===== src/rtl/w_mat_loader.sv =====
// Streams a weight matrix in row-major order, assembles each row of OUT_C weights
// and writes it to weight memory one row per strobe.
module w_mat_loader #(
  parameter int IN_C = 34,
  parameter int OUT_C = 32,
  parameter int W_WIDTH = 8,
  localparam int IN_C_WIDTH = (IN_C > 1) ? $clog2(IN_C) : 1,
  localparam int W_MEM_WIDTH = OUT_C * W_WIDTH
) (
  input  logic                      clk,
  input  logic                      rst,
  input  logic                      start,
  input  logic                      abort,
  input  logic                      s_valid,
  input  logic signed [W_WIDTH-1:0] s_data,
  output logic                      s_ready,
  output logic                      wr_en,
  output logic [IN_C_WIDTH-1:0]     wr_addr,
  output logic [W_MEM_WIDTH-1:0]    wr_data,
  output logic                      busy,
  output logic                      done
);

  localparam int LANE_W = (OUT_C > 1) ? $clog2(OUT_C) : 1;

  typedef enum logic [1:0] {IDLE, LOAD, WRITE, DONE} state_t;

  state_t                 state;
  logic [LANE_W-1:0]      lane;
  logic [IN_C_WIDTH-1:0]  row;
  logic [W_MEM_WIDTH-1:0] row_buf;
  logic [W_MEM_WIDTH-1:0] row_next;
  logic                   ready_r;
  logic                   wr_en_r;
  logic                   accept;

  // Abort masks the handshake and the write strobe in the very cycle it is raised.
  assign s_ready = ready_r && !abort;
  assign wr_en   = wr_en_r && !abort;
  assign accept  = s_ready && s_valid;

  always_comb begin
    row_next = row_buf;
    row_next[int'(lane)*W_WIDTH +: W_WIDTH] = s_data;
  end

  always_ff @(posedge clk or posedge rst) begin
    if (rst) begin
      state   <= IDLE;
      lane    <= '0;
      row     <= '0;
      row_buf <= '0;
      ready_r <= 1'b0;
      wr_en_r <= 1'b0;
      wr_addr <= '0;
      wr_data <= '0;
      busy    <= 1'b0;
      done    <= 1'b0;
    end else begin
      done <= 1'b0;
      case (state)
        IDLE: begin
          if (start) begin
            state   <= LOAD;
            row     <= '0;
            lane    <= '0;
            ready_r <= 1'b1;
            busy    <= 1'b1;
          end
        end
        LOAD: begin
          if (abort) begin
            state   <= IDLE;
            row     <= '0;
            lane    <= '0;
            ready_r <= 1'b0;
            busy    <= 1'b0;
          end else if (accept) begin
            row_buf <= row_next;
            if (lane == LANE_W'(OUT_C - 1)) begin
              // Row complete: publish it and hold it steady until the next write.
              lane    <= '0;
              state   <= WRITE;
              ready_r <= 1'b0;
              wr_en_r <= 1'b1;
              wr_addr <= row;
              wr_data <= row_next;
            end else begin
              lane <= lane + 1'b1;
            end
          end
        end
        WRITE: begin
          wr_en_r <= 1'b0;
          if (abort) begin
            state <= IDLE;
            row   <= '0;
            lane  <= '0;
            busy  <= 1'b0;
          end else if (row == IN_C_WIDTH'(IN_C - 1)) begin
            state <= DONE;
            busy  <= 1'b0;
            done  <= 1'b1;
          end else begin
            row     <= row + 1'b1;
            state   <= LOAD;
            ready_r <= 1'b1;
          end
        end
        default: begin
          state <= IDLE;
        end
      endcase
    end
  end

endmodule


===== config.mk =====
export PLATFORM = sky130hd
export DESIGN_NAME = w_mat_loader
export DESIGN_NICKNAME = d
export VERILOG_FILES = /design/src/rtl/w_mat_loader.sv
export SDC_FILE = /design/constraint.sdc
export NUM_CORES = 1
export LEC_CHECK = 0
export ABC_AREA = 1
export CAP_MARGIN = 20
export CORE_MARGIN = 2
export CORE_UTILIZATION = 59
export CTS_BUF_LIST = sky130_fd_sc_hd__clkbuf_8
export DETAILED_ROUTE_END_ITERATION = 10
export PLACE_DENSITY = 0.88
export SLEW_MARGIN = 20
export SYNTH_ARGS = -nofsm -noshare
export SYNTH_HDL_FRONTEND = slang
export SYNTH_SLANG_ARGS = --single-unit
export TNS_END_PERCENT = 5

===== constraint.sdc =====
create_clock -name clk -period 25 [get_ports clk]
set_input_delay 5 -clock clk [delete_from_list [all_inputs] [get_ports clk]]
set_output_delay 5 -clock clk [all_outputs]
set_load 0.05 [all_outputs]

* Word-level counts from Yosys, hierarchy flattened
Cells that the tools add are included.
Storage, ports and cells: flip-flop bits (word level) 535, bits of input ports 13, output and inout bits 266, word-level logic and storage cells 84
Cells by class: add/sub/neg operators 3, equality and inequality tests 16, shift operators 2, multiplexer cells 37, bitwise operators 1, reduce and logical (&&, ||, !) cells 15
Operators with widths (count):
- bitwise mux 256 bit | 1
- variable shift 8 x 33 -> 256 bit (first input constant) | 1
- indexed part select 8 x 33 -> 256 bit | 1
- negator 8 -> 33 bit | 1
- two-way mux 5 bit | 5
- two-way mux 6 bit | 4
- AND reduction 4 bit | 5
- one-hot mux 6 bit (3 select lines) | 1
- inequality test 2 bit (second input constant) | 8
- two-way mux 1 bit | 15
- one-hot mux 5 bit (3 select lines) | 1
- two-way mux 2 bit | 6
- inequality test 3 bit (second input constant) | 4
- adder 6 x 1 -> 6 bit (second input constant) | 1
- == test 6 bit (second input constant) | 1
- one-hot mux 1 bit (3 select lines) | 2
- one-hot mux 2 bit (3 select lines) | 1
- AND reduction 3 bit | 2
- AND reduction 6 bit | 1
- adder 5 x 1 -> 5 bit (second input constant) | 1
- == test 5 bit (second input constant) | 1
- logical AND 1 bit | 3
- nonzero test 3 bit | 1
- == test 2 x 1 -> 1 bit (second input constant) | 1
- 6 further kinds | 6

* Depth between registers and ports, before layout
word-level depth 6, gate-level depth with buffers 15, gate-level depth less buffers 13

* Least setup slack after synthesis
No wires, ideal clock.
path kind in2out, from input abort, to output s_ready, data arrival time 5.654 ns, data required time 20.000 ns, path slack 14.346 ns, cell stages on the path 1, path buffers 0, cells stage by stage nor2_1
On the way: cells in the longest elaborated chain, start to end 2
Ends and longest elaborated chain:
- start: declaration | line 13 | input logic abort,
- zero test 1 bit | line 38 | assign s_ready = ready_r && !abort;
- logical AND 1 bit | line 38
- end: declaration | line 16 | output logic s_ready,
No other way between the ends.

* Final worst setup path
Same ends and word-level chain as after synthesis.

==> summary.md <==
| Metric | Value |
|---|---|
| Crit path largest cell delay | 820 ps |
| Clk sinks | 535 |
| Fraction of layout cells with a size suffix above 1 | 0.05312 |
| Most frequent cells in the layout | nand2_1, dfrtp_1, nand3_1 |
| Startpoint Class | input port |
| CTS max path bufs | 3 |
| Max-cap violations | 0 |
| Clk_skew | 21.04 ps |
| Max VDD drop | 0.06682 mV |
| RSZ-0062 raised after global routing | no |
| I/O pin total | 279 |
| CTS clk-pin slew, worst paths | 50 ps |
| Final #Nets | 3436 |
| Initial DRT Pass Iterations | 9 |
| Area delta synth->final | 19.45% |
| Synth warn | 0 |
| WP data arrival | 6430 ps |
| CP Data Required Time | 20000 ps |
| Critical Path Slowest Stage Cell | clkdlybuf4s50_1 |
| Area occupied by multi-input gates | 9607 µm² |
| Total GRT Usage | 0.3542 |
| Reg2reg end | row_buf[167]$_DFFE_PP0P_ |
| CP Max Fanout | 4 |
| Initial antenna violation count | 2 |
| FF-to-FF path depth | 11 |
| Finished Core Util | 0.7119 |
| Crit-path most repeated cell | clkdlybuf4s50_1 |
| Worst-Margin Slew | 1100 ps |
| Die Y | 209.4 µm |
| Status | completed |
| Power density over the cells | 70.57 nW/µm² |
| Reg2reg start | lane[0]$_DFFE_PP0P_ |
| Routed WL | 76930 µm |
| Detailed Place HPWL | 48920 µm |
| Clock power share | 0.386 |
| First-pass GRT wire length | 122300 µm |
| Flop pwr share | 0.431 |
| Cell Int Power | 0.001406 W |
| Critical path origin | abort |
| Final hold violations | 0 |
| R2R setup slack | 21230 ps |
| Num rows | 75 |
| Crit path kind | input port to output pin |
| Crit share post-route | 0.4573 |
| Port Buf Inserts | 278 |
| Final cell area excluding filler cells | 29730 µm² |
| Final ANT Viol Nets | 0 |
| Core area | 41760 µm² |
| Placed Instance Area | 27840 µm² |
| Die Area | 43840 µm² |
| First DRT Iteration DRCs | 3129 |
| Post-Syn Area | 24890 µm² |
| Fmax | 0.08747 GHz |
| Cell variety after synth | 31 |
| Slew margin rel. | 0.2665 |
| CP endpoint kind | output pin |
| Switching portion of total power | 0.3298 |
| Vias in the first global route | 23030 |
| Post-synthesis cell count | 3196 |
| Worst min path class | register to register |
| DIE WIDTH | 209.4 µm |
| Most common flop cell mapped by yosys | dfrtp_1 |
| Largest net degree at the start of global routing | 217 |
| TritonCTS clock tree | done |
| Worst-Skew Late Latency | 670 ps |
| Critical path endpoint | s_ready |
| GR Overflow Total | 0 |
| Comb power frac | 0.183 |
| CTS H-Tree Depth | 3 |
| Max Transition Viols Final | 0 |
| Gpl congestion | 0.9313 |
| Commonest non-fill, non-tap cell in the layout | nand2_1 |
| Per-cell routed wire length | 19.12 µm |
| Sw Pwr | 0.0006920 W |
| Net count after synthesis | 3219 |
| Synth Register Bits | 535 |
| Vias per std cell | 5.890 |
| Clock root buffer | clkbuf_8 |
| Setup bufs post-CTS | 0 |
| Num CTS Buffers | 87 |
| Post-CTS sizing | 0 |
| Fin Hold WS | 476.5 ps |
| Ys async rst share | 1.000 |
| Sequential cell area | 13390 µm² |
| Fillers | 3014 |
| TNS Setup | 0 ps |
| Worst-path cell chain | clkdlybuf4s50_1 -> nor2_1 -> clkdlybuf4s50_1 |
| # setup viols final | 0 |
| Initial Util | 0.5960 |
| Post-cts hold buffer count | 0 |
| Worst Slack Setup Final | 13570 ps |
| Static Leak | 15.97 nW |
| Number of flops mapped to enable cells by yosys | 0 |
| Mean Syn Cell Area | 7.788 µm² |
| Final Critical Period | 11430 ps |
| Via count | 23700 |
| Sequential-to-total area share from yosys stat | 0.5379 |
| Residual DRC | 0 |
| Setup WS pre-CTS | 13570 ps |
==> power groups by stage <==
stage,clock network [W],registers (W),logic [W]
final,0.000811,0.000904,0.000384
after global routing,0.000854,0.000905,0.000414
after CTS,0.000814,0.000903,0.000371
after detailed placement,0,0.000918,0.000368
after global placement,0,0.000917,0.000354
after floorplan,0,0.000919,0.000270
==> cell families after synthesis <==
kind of cell | share of synthesized area
AO/OA/AOI/OAI | 0.05756
AND/OR/NAND/NOR | 0.3231
adder cells (fa/ha/maj) | 0.005027
flip-flops | 0.5379
buffers and inverters | 0.07641
==> registers in the layout (all words and copies together) (netlist names), 2 cells and up <==
register / cells
row_buf: 256
wr_data: 256
row: 6
wr_addr: 6
lane: 5
state: 2
==> worst max-delay path, delay by kind of cell <==
| kind | cells | cell delay, ps |
|---|---|---|
| buffers and inverters | 2 | 1300 |
| and+or+nand+nor | 1 | 130 |
==> layout make-up <==
class / instances / share of cell area
antenna: 2 / 0.0001683
clock buffer: 115 / 0.05324
clock inverter: 44 / 0.009596
inverter: 313 / 0.04028
multi-input combinational: 2177 / 0.3231
sequential: 535 / 0.4503
tap: 539 / 0.02268
timing repair buffer: 299 / 0.1006
==> through the flow <==
stage | std cells | total power, W
floorplan | 3196 | 0.001189
finish | 4024 | 0.002098
CTS | 4021 | 0.002089
detailed placement | 3862 | 0.001286
global placement | 3862 | 0.001271
global route | 4024 | 0.002172
==> Yosys cell counts, types with 6 or more instances <==
cell type,n,share of area
nand2_1,1345,0.20
dfrtp_1,535,0.54
nand3_1,354,0.071
inv_1,302,0.046
o21ai_0,139,0.028
nand4_1,100,0.025
clkbuf_1,90,0.014
nor2_1,68,0.010
o211ai_1,54,0.016
buf_2,53,0.011
o21ai_1,39,0.0078
buf_1,23,0.0035
nor3_1,20,0.0040
a31oi_1,13,0.0033
inv_2,11,0.0017
ha_1,10,0.0050
nand2_2,8,0.0020
nand3_2,6,0.0024
==> how the worst min path moves through the flow <==
| stage | cells after the start | slack [ps] | startpoint | end |
|---|---|---|---|---|
| after floorplan | 2 | 450 | row_buf[104]$_DFFE_PP0P_ | row_buf[104]$_DFFE_PP0P_ |
| after global placement | 2 | 460 | row_buf[104]$_DFFE_PP0P_ | row_buf[104]$_DFFE_PP0P_ |
| after detailed placement | 2 | 460 | row_buf[44]$_DFFE_PP0P_ | row_buf[44]$_DFFE_PP0P_ |
| after CTS | 2 | 480 | row_buf[19]$_DFFE_PP0P_ | row_buf[19]$_DFFE_PP0P_ |
| after global routing | 2 | 490 | row_buf[93]$_DFFE_PP0P_ | row_buf[93]$_DFFE_PP0P_ |
| final | 2 | 480 | wr_data[171]$_DFFE_PP0P_ | wr_data[171]$_DFFE_PP0P_ |
==> layer usage <==
layer	share of wire	global-route usage	vias to the layer above
li1	-	-	10620
met1	0.38	0.4680	11360
met2	0.45	0.5340	1432
met3	0.12	0.09951	294
met4	0.057	0.1929	0
met5	0	0	-
No activity file was read; power rests on OpenSTA's default activity.
